[src/rtl/pipe_chain.sv]
`default_nettype none
// ============================================================================
//  Module      : pipe_chain
//  Description : Elastic pipeline register chain of DEPTH stages with a
//                valid/ready handshake at both ends, bubble collapse, global
//                stall and per-stage flush. Optional performance counters are
//                built only when PIPE_CHAIN_PERF_EN is defined.
//  Revision    : 1.0 - initial release
// ============================================================================
module pipe_chain #(
    parameter int DATA_W = 32,
    parameter int DEPTH  = 5,
    parameter int CNT_W  = 32
) (
    input  logic                         Clk,
    input  logic                         Rst,
    input  logic                         in_valid,
    output logic                         in_ready,
    input  logic [DATA_W-1:0]            in_data,
    output logic                         out_valid,
    input  logic                         out_ready,
    output logic [DATA_W-1:0]            out_data,
    input  logic                         Stall,
    input  logic [DEPTH-1:0]             Flush,
    output logic [$clog2(DEPTH+1)-1:0]   occupancy,
    output logic [CNT_W-1:0]             stall_cycles,
    output logic [CNT_W-1:0]             bubble_cycles
);

    localparam int OCC_W = $clog2(DEPTH + 1);

    logic [DEPTH-1:0]  r_v;
    logic [DATA_W-1:0] r_d [DEPTH];

    logic [DEPTH:0]    w_rdy;
    logic [DEPTH-1:0]  w_src_v;
    logic [DATA_W-1:0] w_src_d [DEPTH];
    logic [OCC_W-1:0]  w_occ;

    // Source of each stage: the upstream port for stage 0, else the previous stage.
    genvar gi;
    generate
        for (gi = 0; gi < DEPTH; gi++) begin : g_src
            if (gi == 0) begin : g_first
                assign w_src_v[gi] = in_valid;
                assign w_src_d[gi] = in_data;
            end else begin : g_rest
                assign w_src_v[gi] = r_v[gi-1];
                assign w_src_d[gi] = r_d[gi-1];
            end
        end
    endgenerate

    // Ready ripples from the output back to the input; an empty stage is always
    // ready so bubbles collapse even when the stage ahead of it is blocked.
    always_comb begin
        w_rdy        = '0;
        w_rdy[DEPTH] = out_ready & ~Stall;
        for (int i = DEPTH - 1; i >= 0; i--) begin
            w_rdy[i] = (~r_v[i] | w_rdy[i+1]) & ~Stall;
        end
    end

    // Stage registers: flush clears the valid bit and wins over load/hold; the
    // payload still loads on ready since its contents under v=0 are don't-care.
    always_ff @(posedge Clk or posedge Rst) begin
        if (Rst) begin
            r_v <= '0;
            for (int i = 0; i < DEPTH; i++) begin
                r_d[i] <= '0;
            end
        end else begin
            for (int i = 0; i < DEPTH; i++) begin
                if (Flush[i]) begin
                    r_v[i] <= 1'b0;
                end else if (w_rdy[i]) begin
                    r_v[i] <= w_src_v[i];
                end
                if (w_rdy[i]) begin
                    r_d[i] <= w_src_d[i];
                end
            end
        end
    end

    // Number of valid stages, taken straight from the registered state.
    always_comb begin
        w_occ = '0;
        for (int i = 0; i < DEPTH; i++) begin
            w_occ = w_occ + OCC_W'(r_v[i]);
        end
    end

    assign in_ready  = w_rdy[0];
    assign out_valid = r_v[DEPTH-1] & ~Stall;
    assign out_data  = r_d[DEPTH-1];
    assign occupancy = w_occ;

`ifdef PIPE_CHAIN_PERF_EN
    logic [CNT_W-1:0] r_stall_cnt;
    logic [CNT_W-1:0] r_bubble_cnt;

    // Saturating event counters for stalled cycles and starved-output cycles.
    always_ff @(posedge Clk or posedge Rst) begin
        if (Rst) begin
            r_stall_cnt  <= '0;
            r_bubble_cnt <= '0;
        end else begin
            if (Stall && (r_stall_cnt != {CNT_W{1'b1}})) begin
                r_stall_cnt <= r_stall_cnt + CNT_W'(1);
            end
            if (out_ready && !out_valid && (r_bubble_cnt != {CNT_W{1'b1}})) begin
                r_bubble_cnt <= r_bubble_cnt + CNT_W'(1);
            end
        end
    end

    assign stall_cycles  = r_stall_cnt;
    assign bubble_cycles = r_bubble_cnt;
`else
    assign stall_cycles  = '0;
    assign bubble_cycles = '0;
`endif

endmodule
`default_nettype wire
[config.mk]
export PLATFORM = sky130hd
export DESIGN_NAME = pipe_chain
export DESIGN_NICKNAME = d
export VERILOG_FILES = /design/src/rtl/pipe_chain.sv
export SDC_FILE = /design/constraint.sdc
export NUM_CORES = 1
export LEC_CHECK = 0
export ABC_AREA = 1
export CORE_MARGIN = 5
export CORE_UTILIZATION = 56
export CTS_CLUSTER_SIZE = 30
export DETAILED_ROUTE_END_ITERATION = 10
export PLACE_DENSITY = 0.86
export SYNTH_ARGS = -nofsm -noshare
export SYNTH_HDL_FRONTEND = slang
export SYNTH_SLANG_ARGS = --single-unit
export TNS_END_PERCENT = 5
[constraint.sdc]
create_clock -name Clk -period 16.4 [get_ports Clk]
set_clock_uncertainty 0.2 [all_clocks]
set_input_delay 2.46 -clock Clk [delete_from_list [all_inputs] [get_ports Clk]]
set_output_delay 2.46 -clock Clk [all_outputs]
set_load 0.05 [all_outputs]
# After elaboration in Yosys (flattened, before gate mapping)
# Cells that the tools add are included.
# op_classes
n_addsub	4
muxes	10
n_bitwise	18
reduce_logical	5
# ops
op	count
2-to-1 mux 1 bit	10
nonzero test 2 bit	5
AND 1 bit	7
adder 3 x 1 -> 3 bit	2
inverter 1 bit	6
bitwise OR 1 bit	5
adder 2 x 1 -> 3 bit	1
adder 1 x 1 -> 2 bit	1
# totals
elab_cells	47
ff_bits	165
input_bits	42

# Logic depth before layout (Yosys ltp)
# Gate-level depths: netlist of the first run.
# logic_depth
depth_word	14
mapped_depth	7
depth_no_buf	6

# Worst setup path before layout of the first run
# No wires, ideal clock.
# synth_timing
path_kind	input to output
startpoint	in Stall
endpoint	out in_ready
setup_slack_ns	10.569
arrival_ns	3.171
stages	4
cell_sequence	or2_1 buf_6 nand3_2 buf_4
# synth_between
elab_chain_cells	12
# synth_rtl
item	line	rtl
start, declared	23	input logic Stall,
inverter 1 bit *	58, 60	
AND 1 bit	58	w_rdy[DEPTH] = out_ready & ~Stall;
bitwise OR 1 bit	60	w_rdy[i] = (~r_v[i] | w_rdy[i+1]) & ~Stall;
AND 1 bit	60	
bitwise OR 1 bit	60	
AND 1 bit	60	
bitwise OR 1 bit	60	
AND 1 bit	60	
bitwise OR 1 bit	60	
AND 1 bit	60	
bitwise OR 1 bit	60	
AND 1 bit *	60	
end, declared	18	output logic in_ready,
# Every way passes the cells marked *; elsewhere a longest branch is shown, timed or not.

# Final worst setup path of the first run
# Ends and elaborated chain as after synthesis.

==> impl_metrics.yaml, run 1 <==
clock_network:
  insertion_delay_ns: 0.42
  clkTransAtPathRegs_ns: 0.06
  cts_sinks: 165
  cts-root-buf: "clkbuf_16"
  cts.repair.resized: 0
  tritoncts: "done"
  numCtsBuffers: 17
  cts_hold_buf: 0
  post_cts_buffers: 0
  cts_max_level: 4
  clock_path_buffers: 2
placed_design:
  placed_cells: 942
  place.gp.congestion: 0.8022
  io_buffers: 78
  dp_slack_ns: 8.086
  hpwl_um: 8540
finish:
  n_fill_cell: 950
  drive_gt1_share_pct: 4.869
  utilization_pct: 63.77
  n_antenna_cell: 0
  fin_cells: 973
  layout.nets: 834
  area_growth_pct: 12.45
sta:
  rsz0062_at_grt: "no"
  relSlewSlack_pct: 29.90
  max_clock_freq_mhz: 120.2
  fin_crit_sh_pct: 50.75
  slew_viol_final: 0
  fin_setup_tns_ns: 0
  worst_pin_slew_ns: 1.051
  period_minus_slack_ns: 8.322
  setup_violations: 0
  hold_viol: 0
  layout_setup_ws_ns: 8.078
logic_synthesis:
  ys_warn_count: 0
  yosysUniqueCellTypes: 22
  avgSynthCellArea_um2: 9.342
  synth-seq-cells: 165
  synth_top_area_share_pct: 57.93
  ys_seq_area_share_pct: 57.93
  syn-cell-area_mm2: 0.007128
  synthCells: 763
  synth_area_leaders: "dfrtp_1 58%, nand2_1 11%, buf_4 11%"
  yosysTopAreaCell: "dfrtp_1"
flow_run:
  maxCapViolations: 0
critical_path:
  r2r-start: "r_v[4]$_DFFE_PP0P_"
  critPathArrivalTime_ns: 5.66
  crit_required_ns: 13.74
  rr_worst_depth: 5
  reg2reg_to: "r_d[154]$_DFFE_PP0P_"
  crit_top_cell: "clkdlybuf4s50_1"
  regToRegSetupSlack_ns: 13.69
  crit_path_cell_trace: "clkdlybuf4s50_1 -> inv_2 -> nand2_4 -> nand3_2 -> clkdlybuf4s50_1"
  critPathSlowestCell: "clkdlybuf4s50_1"
  critPathLaunchType: "input port"
  path_class: "in -> out"
  slowest_delay_ns: 0.90
  worst-path-max-fanout: 100
  end_kind: "output port"
die:
  coreArea_mm2: 0.01257
  ios: 143
  die_height_um: 122.8
  dieArea_mm2: 0.01508
  start_util_pct: 56.71
  die_x_um: 122.8
  placementRows: 41
detailed_routing:
  met1_length_um: 5909
  initialDrtViolationCount: 380
  wl_per_cell_um: 13.95
  drc: 0
  wl_um: 13580
  drtAntennaViolNets: 0
  post_drt_via_cell_ratio: 4.900
  route.vias.total: 4768
  wl_met2_um: 6698
  highest_layer: "met4"
  firstDrtPassIters: 4
  routed-wl-met3_um: 817
power_and_ir_drop:
  p_per_area_mw_per_mm2: 133.2
  leakage_nw: 4.009
  power_w: 0.001067
  vdd_drop_max_mv: 0.08393
min_path:
  min_to: "out_data[31]$_DFFE_PP0P_"
  worstHoldStart: "r_d[63]$_DFFE_PP0P_"
  hold_path_class: "reg -> reg"
  min_path_cells: 2
grt:
  grt_max_degree: 101
  grt_remaining_overflow: 0
  grt_pass1_vias: 4594
  grt_use_total_pct: 19.11
  grt_pass1_wl_um: 22600
  antenna_found_initial: 0
outcome:
  status: "finished, final reports clean"
cell type report:
type / count / area, um^2 / area share [%]
Clock inverter: 8 / 98.84 / 1.233
Multi-Input combinational cell: 467 / 2066 / 25.77
Inverter: 58 / 222.7 / 2.779
Sequential cell: 165 / 4129 / 51.51
Tap cell: 172 / 215.2 / 2.685
Timing Repair Buffer: 80 / 795.8 / 9.928
Clock buffer: 23 / 488.0 / 6.088
report_power, final:
part | internal (W) | total [W] | switching, W
combinational | 0.0000545 | 0.000199 | 0.000144
clock | 0.000239 | 0.000388 | 0.000149
sequential | 0.000456 | 0.000481 | 0.0000244
total | 0.000750 | 0.00107 | 0.000318
flip-flops by register name, summed over array words and instances, names as in the netlist:
| signal | cells |
|---|---|
| out_data | 32 |
| r_d | 128 |
| r_v | 5 |
cells in the mapped netlist, drive strengths merged:
master  count
ha          1
buf       126
a21oi      26
conb        1
clkbuf     10
or2         2
inv        58
dfrtp     165
nand4      33
o21ai      85
nand3      15
nor2       21
nand2     218
fa          2
cell families after synthesis:
| logic type | share of synthesized area [%] |
|---|---|
| compound gates | 7.846 |
| fa+ha+maj | 0.7372 |
| buf+inv | 16.41 |
| flops | 57.93 |
| other cells | 0.05261 |
| simple gates | 17.03 |
layer usage:
| layer | track usage (%) | vias up |
|---|---|---|
| met1 | 25.56 | 2283 |
| met4 | 6.018 | 0 |
| li1 | - | 2319 |
| met2 | 31.02 | 151 |
| met3 | 4.700 | 15 |
| met5 | 0 | - |
worst max path at each step:
stage	start	endpoint	slack [ns]
after floorplan	Rst	out_data[0]$_DFFE_PP0P_	9.28
after global placement	Stall	in_ready	8.22
after detailed placement	Stall	in_ready	8.09
after CTS	Stall	in_ready	8.07
after global routing	Stall	in_ready	7.82
final	Stall	in_ready	8.08
worst max-delay path: cells and delay by family:
family	cells	cell delay, ns
buffers and inverters	3	1.77
and+or+nand+nor	2	1.40
layout by cell type, fill, tap and decap left out, types with 2 or more instances in the layout:
cell type          n
nand3_1           14
or2_1              2
nand2_1          215
a21oi_1           25
inv_2              2
fa_1               2
bufinv_16          2
o21ai_0           48
clkinvlp_4         2
buf_4              2
nand2_4            2
nand4_1           33
clkdlybuf4s50_1   78
clkbuf_16         17
clkbuf_1           2
conb_1            64
clkinv_2           3
dfrtp_1          165
o21ai_1           37
inv_1             55
nor2_1            21
clkbuf_8           4
per-stage QoR:
stage | area, um^2 | hold WS (ns)
after floorplan | 7365 | 0.2422
after global placement | 7428 | 0.2538
after detailed placement | 7428 | 0.2591
after CTS | 8015 | 0.2737
after global routing | 8015 | 0.2902
final | 8015 | 0.2715
Power figures use the tool's default switching activity.
==> run 2: changes to the inputs <==
CORE_UTILIZATION = 47   (was 56)
PLACE_DENSITY = 0.77   (was 0.86)
clock period = 6.7 ns   (was 16.4 ns; I/O delays follow)
==> impl_metrics.yaml, run 2 (same netlist as run 1, synthesis figures left out) <==
placed_design:
  io_buffers: 78
  place.gp.congestion: 0.7516
  hpwl_um: 8218
sta:
  rsz0062_at_grt: "no"
  relSlewSlack_pct: 37.55
  max_clock_freq_mhz: 207.4
  fin_setup_tns_ns: 0
  hold_viol: 0
  period_minus_slack_ns: 4.822
  slew_viol_final: 0
  fin_crit_sh_pct: 71.98
  setup_violations: 0
  worst_pin_slew_ns: 0.9367
critical_path:
  critPathArrivalTime_ns: 3.62
  worst-path-max-fanout: 35
  regToRegSetupSlack_ns: 4.02
  reg2reg_to: "r_d[126]$_DFFE_PP0P_"
  crit_path_cell_trace: "clkdlybuf4s50_1 -> or2_1 -> buf_4 -> nand3_2 -> clkdlybuf4s50_1"
  crit_required_ns: 5.49
  crit_top_cell: "clkdlybuf4s50_1"
  critPathSlowestCell: "clkdlybuf4s50_1"
  critPathBufInv: 3
  slowest_delay_ns: 0.89
  r2r-start: "r_v[4]$_DFFE_PP0P_"
  critPathLaunchType: "input port"
  path_class: "in -> out"
  rr_worst_depth: 6
  path_delay_family: "buffers and inverters"
  path_depth: 5
  end_kind: "output port"
finish:
  largest_register: "r_d"
  n_antenna_cell: 0
  final_cell_mix: "215 x nand2_1, 165 x dfrtp_1, 78 x clkdlybuf4s50_1"
  final_common_cell: "nand2_1"
  regArea_mm2: 0.004129
  n_fill_cell: 1305
  largest_register_ffs: 128
  area_growth_pct: 13.95
  layout.nets: 836
  drive_gt1_share_pct: 5.230
  multi_input_area_mm2: 0.002066
grt:
  grt_use_total_pct: 14.81
  antenna_found_initial: 0
  grt_pass1_wl_um: 21420
  grt_remaining_overflow: 0
  grt_pass1_vias: 4301
  grt_max_degree: 110
detailed_routing:
  wl_per_cell_um: 12.73
  wl_um: 12610
  post_drt_via_cell_ratio: 4.584
  route.vias.total: 4543
  initialDrtViolationCount: 390
  drc: 0
  firstDrtPassIters: 4
  drtAntennaViolNets: 0
power_and_ir_drop:
  p_int_w: 0.001947
  p_per_area_mw_per_mm2: 335.6
  power_frac_comb_pct: 17.6
  vdd_drop_max_mv: 0.2007
  power_w: 0.002726
  p_switching_w: 0.0007785
  leakage_nw: 4.046
  clockPowerShare_pct: 39.4
  p_sw_share_pct: 28.56
  seq_power_share_pct: 43.0
die:
  die_height_um: 133.2
  ios: 143
  coreArea_mm2: 0.01503
  die_x_um: 133.2
  start_util_pct: 47.42
  dieArea_mm2: 0.01773
  placementRows: 45
clock_network:
  clkTransAtPathRegs_ns: 0.06
  cts-root-buf: "clkbuf_16"
  post_cts_buffers: 0
  cts_hold_buf: 0
  cts_sinks: 165
  cts_max_level: 4
  tritoncts: "done"
  numCtsBuffers: 17
  clock_path_buffers: 2
  cts.repair.resized: 0
  insertion_delay_ns: 0.42
min_path:
  worstHoldStart: "out_data[6]$_DFFE_PP0P_"
  hold_path_class: "reg -> reg"
  min_to: "out_data[6]$_DFFE_PP0P_"
  min_path_cells: 2
flow_run:
  maxCapViolations: 0
outcome:
  status: "finished, final reports clean"
## run 2: changes by cell type in the layout (fill, tap and decap cells not counted)
cell | before | now
clkbuf_1 | 2 | 1
clkinvlp_4 | 2 | 3
buf_4 | 2 | 4
bufinv_16 | 2 | 6
inv_6 | 1 | 2
clkbuf_8 | 4 | 0
clkinv_2 | 3 | 2
## run 2: through the flow
stage	cell area, um^2	utilization [%]	std cells	setup slack [ns]	hold slack, ns
detailed placement	7463	49.65	960	1.858	0.2571
CTS	8123	54.03	991	1.844	0.2729
floorplan	7365	-	826	1.033	0.2422
global route	8123	54.03	991	1.699	0.2991
finish	8123	54.03	991	1.878	0.2711
global placement	7463	49.65	960	1.944	0.2549
## run 2: final cells by class
class | count | area share, %
clock buffers | 18 | 5.283
clock inverters | 13 | 2.834
inverters | 58 | 2.742
multi-input cells | 467 | 25.43
flip-flops and latches | 165 | 50.83
well taps | 188 | 2.896
repair buffers | 82 | 9.982
## run 2: layer usage
metal  share of wire (%)  global-route usage (%)  vias to the layer above
met1                  49                   22.06                     2098
li1                    -                       -                     2325
met5                   0                       0                        -
met3                 4.6                   3.248                       17
met2                  45                   21.11                      103
met4                 1.6                   6.114                        0
## run 2: worst min-delay path: cells and delay by family, from the launching register on
family,cells,cell delay [ns]
flip-flops,1,0.34
AND/OR/NAND/NOR,2,0.10
## run 2: worst max-delay path by stage
stage           from  slack (ns)                       to
4_1_cts        Stall        1.84                 in_ready
2_1_floorplan    Rst        1.03  out_data[0]$_DFFE_PP0P_
5_1_grt        Stall        1.70                 in_ready
3_5_place_dp   Stall        1.86                 in_ready
6_report       Stall        1.88                 in_ready
3_3_place_gp   Stall        1.94                 in_ready
## run 2: power by group through the flow
| stage | Combinational [W] | Sequential, W | Clock (W) |
|---|---|---|---|
| 4_1_cts | 0.000485 | 0.00117 | 0.00109 |
| 3_3_place_gp | 0.000470 | 0.00119 | 0 |
| 3_5_place_dp | 0.000480 | 0.00119 | 0 |
| 2_1_floorplan | 0.000436 | 0.00117 | 0 |
| 5_1_grt | 0.000525 | 0.00119 | 0.00114 |
| 6_report | 0.000480 | 0.00117 | 0.00107 |
==> patch 1: new RTL, flow settings as in run 2 <==
Build with the macro `PIPE_CHAIN_PERF_EN` defined.
--- a/src/rtl/pipe_chain.sv
+++ b/src/rtl/pipe_chain.sv
@@ -7,6 +7,8 @@
 //                built only when PIPE_CHAIN_PERF_EN is defined.
 //  Revision    : 1.0 - initial release
 // ============================================================================
+`define PIPE_CHAIN_PERF_EN
+
 module pipe_chain #(
     parameter int DATA_W = 32,
     parameter int DEPTH  = 5,
Behaviour: not the same (Yosys sat finds a counterexample within 4 cycles, from zero or initial values and one cycle with Rst high).
==> patch 1 against run 2 <==
Hold slack got worse by 0.0043 ns; highest routed layer unchanged; sequential share of layout area shrank 6.9 points; total power is 38% higher; sequential power rose by 41%; routed wire length is 87% higher; non-clock buffer count increased by 65; setup slack lost 0.13 ns; utilization grew 3.8 points; sequential cell count is 64 higher; synthesized area up 51%; cell area is 61% higher; final cell count rose by 77%; register-to-register slack got worse by 0.14 ns; synthesized cell count grew 77%.
==> patch 1: results <==
export IMPL_status="finished, final reports clean"
export IMPL_grt_pass1_wl_um=40200
export IMPL_worst_slew_margin_rel=0.311
export IMPL_dpl_hpwl_um=16400
export IMPL_use_met3=0.0306
export IMPL_drive_gt1_frac=0.0762
export IMPL_path_max_fanout=33
export IMPL_dp_cells=1708
export IMPL_drt_iter0_drc=516
export IMPL_final_cells=1754
export IMPL_peakVddDrop_mv=0.202
export IMPL_grt_pass1_vias=8321
export IMPL_r2r_setup_slack_ns=3.88
export IMPL_htree_num_levels=1
export IMPL_r2r_end="bubble_cycles[19]$_DFFE_PP0P_"
export IMPL_yosysUniqueCellTypes=26
export IMPL_critical_path_max_stage_delay_ns=0.95
export IMPL_crit_slowest_cell="clkdlybuf4s50_1"
export IMPL_grt_use_met2=0.319
export IMPL_root_buffer="clkbuf_16"
export IMPL_track_usage=0.183
export IMPL_clkPwrFrac=0.384
export IMPL_synthXorXnorAreaFrac=0.0203
export IMPL_nNetsFinal=1497
export IMPL_yosys_area_share_adder=0.00721
export IMPL_r2r_start="bubble_cycles[0]$_DFFE_PP0P_"
export IMPL_via_per_inst=4.89
export IMPL_worstPathArrival_ns=3.75
export IMPL_grt_max_degree=166
export IMPL_firstDrtPassIters=4
export IMPL_p_comb_frac=0.178
export IMPL_ys_seq_area_frac=0.532
export IMPL_drt_met1_wl_um=10400
export IMPL_dr_wl_met3_um=1290
export IMPL_wl_per_cell_um=13.5
export IMPL_met2WireLength_um=11400
export IMPL_r2r_cells=10
export IMPL_clk_latency_ns=0.53
export IMPL_synthMuxAreaShare=0.0335
export IMPL_postSynthCellCount=1348
export IMPL_synth_area_leaders="dfrtp_1 53%, nand2_1 22%, nor2_1 3.6%, o21ai_0 3.4%, mux2_2 3.3%"
export IMPL_dr_max_layer_used="met4"
export IMPL_synth_compound_area_frac=0.0371
export IMPL_synth_common_cells="645 x nand2_1, 229 x dfrtp_1, 104 x nor2_1"
export IMPL_gr_usage_met1=0.241
export IMPL_internal_power_mw=2.66
export IMPL_port_buffers=142
export IMPL_cts_buffer_depth=3
export IMPL_cp_top_family="buffers and inverters"
export IMPL_leakagePower_nw=6.23
export IMPL_place_gp_congestion=0.909
export IMPL_cts_made_buffers=25
-- patch 1: cell types whose count changed after synthesis, moves of 37 or more --
| cell | run 2 | this run |
|---|---|---|
| nand2_1 | 215 | 645 |
| nor2_1 | 21 | 104 |
| buf_4 | 101 | 32 |
| dfrtp_1 | 165 | 229 |
| o21ai_1 | 37 | 0 |
-- patch 1: cell families after synthesis --
kind of cell	Yosys count
simple gates	811
flops	229
xor+xnor	25
compound gates	79
mux	32
buf+inv	167
fa+ha+maj	5
-- patch 1: final cells by class --
type / count / area, um2
fillers: 2016 / 9520
flip-flops and latches: 229 / 5730
multi-input cells: 952 / 4250
repair buffers: 147 / 1470
clock buffers: 30 / 674
inverters: 95 / 360
well taps: 285 / 357
clock inverters: 16 / 211
-- patch 1: per-stage QoR --
step	setup WS, ns	utilization	area [um2]	power (mW)	hold slack (ns)
6_report	1.74	0.578	13100	3.77	0.267
5_1_grt	1.56	0.578	13100	3.95	0.293
4_1_cts	1.72	0.578	13100	3.82	0.274
2_1_floorplan	2.50	-	10800	2.17	0.243
3_3_place_gp	1.82	0.539	12200	2.34	0.254
3_5_place_dp	1.73	0.539	12200	2.36	0.258
-- patch 1: how the worst min path moves through the flow --
stage	startpoint	endpoint
after detailed placement	out_data[21]$_DFFE_PP0P_	out_data[21]$_DFFE_PP0P_
final	out_data[21]$_DFFE_PP0P_	out_data[21]$_DFFE_PP0P_
after global routing	r_d[137]$_DFFE_PP0P_	r_d[105]$_DFFE_PP0P_
after floorplan	out_data[0]$_DFFE_PP0P_	out_data[0]$_DFFE_PP0P_
after CTS	out_data[21]$_DFFE_PP0P_	out_data[21]$_DFFE_PP0P_
after global placement	r_d[63]$_DFFE_PP0P_	out_data[31]$_DFFE_PP0P_
==> patch 2: new RTL, flow settings as in run 2 <==
Made on the original files. The parameter `DEPTH` goes from 5 to 10.
--- a/src/rtl/pipe_chain.sv
+++ b/src/rtl/pipe_chain.sv
@@ -9,7 +9,7 @@
 // ============================================================================
 module pipe_chain #(
     parameter int DATA_W = 32,
-    parameter int DEPTH  = 5,
+    parameter int DEPTH  = 10,
     parameter int CNT_W  = 32
 ) (
     input  logic                         Clk,
Interface: changed (resized Flush and occupancy); port bits go from 143 to 149. No check against the original RTL was run, so the function may have changed too.
==> patch 2 against run 2 <==
Synthesized area up 89%; first-iteration DRC count up 43%; sequential cell count up 165; critical path depth up 5; hold slack worse by 0.0038 ns; total power up 85%; sequential power up 110%; global-route usage down 0.30 points; setup slack worse by 0.49 ns; routed wire length up 81%; cell area up 87%; combinational power up 59%.
==> patch 2: results <==
export IMPL_synth_area_leaders="dfrtp_1 61%, nand2_1 11%, buf_4 5.7%, mux2_2 5.4%, nand3_1 2.5%"
export IMPL_multi_input_area_share=0.269
export IMPL_wl_per_cell_um=12.9
export IMPL_synth_compound_area_frac=0.0517
export IMPL_htree_num_levels=2
export IMPL_hold_path_startpoint="out_data[10]$_DFFE_PP0P_"
export IMPL_synth_common_cells="406 x nand2_1, 330 x dfrtp_1, 102 x buf_4"
export IMPL_n_fill_cell=2499
export IMPL_leakagePower_nw=7.56
export IMPL_peakVddDrop_mv=0.162
export IMPL_yosysUniqueCellTypes=24
export IMPL_clk_latency_ns=0.50
export IMPL_drt_iter0_drc=559
export IMPL_min_to="out_data[10]$_DFFE_PP0P_"
export IMPL_status="finished, final reports clean"
export IMPL_final_clk_cell_share=0.0724
export IMPL_drive_gt1_frac=0.0988
export IMPL_grt_pass1_vias=8051
export IMPL_worstPathArrival_ns=4.11
export IMPL_synthXorXnorAreaFrac=0.000652
export IMPL_nNonClkBuffers=97
export IMPL_ys_ff_latch=330
export IMPL_ys_seq_area_frac=0.615
export IMPL_largest_register_ff_count=288
export IMPL_track_usage=0.145
export IMPL_cts_made_buffers=34
export IMPL_nNetsFinal=1421
==> patch 2: cell types whose count changed in the layout (fill, tap and decap cells not counted), sizes merged, moves of 20 or more <==
cell / run 2 / this run
mux2: 0 / 66
nand2: 218 / 410
nand3: 15 / 68
clkbuf: 18 / 50
dfrtp: 165 / 330
inv: 59 / 79
==> patch 2: per-layer routing <==
metal / global-route usage / vias up / wire length (um)
li1: - / 4194 / -
met1: 0.213 / 3894 / 11000
met2: 0.225 / 151 / 10400
met3: 0.0249 / 33 / 984
met4: 0.0400 / 0 / 396
met5: 0 / - / 0
==> patch 2: stage by stage <==
stage / utilization / instances / setup slack (ns) / cell area [um2]
floorplan: - / 1401 / 1.09 / 13700
global placement: 0.494 / 1714 / 1.97 / 14100
detailed placement: 0.494 / 1714 / 1.86 / 14100
CTS: 0.533 / 1771 / 1.34 / 15200
global route: 0.533 / 1771 / 1.22 / 15200
finish: 0.533 / 1771 / 1.38 / 15200
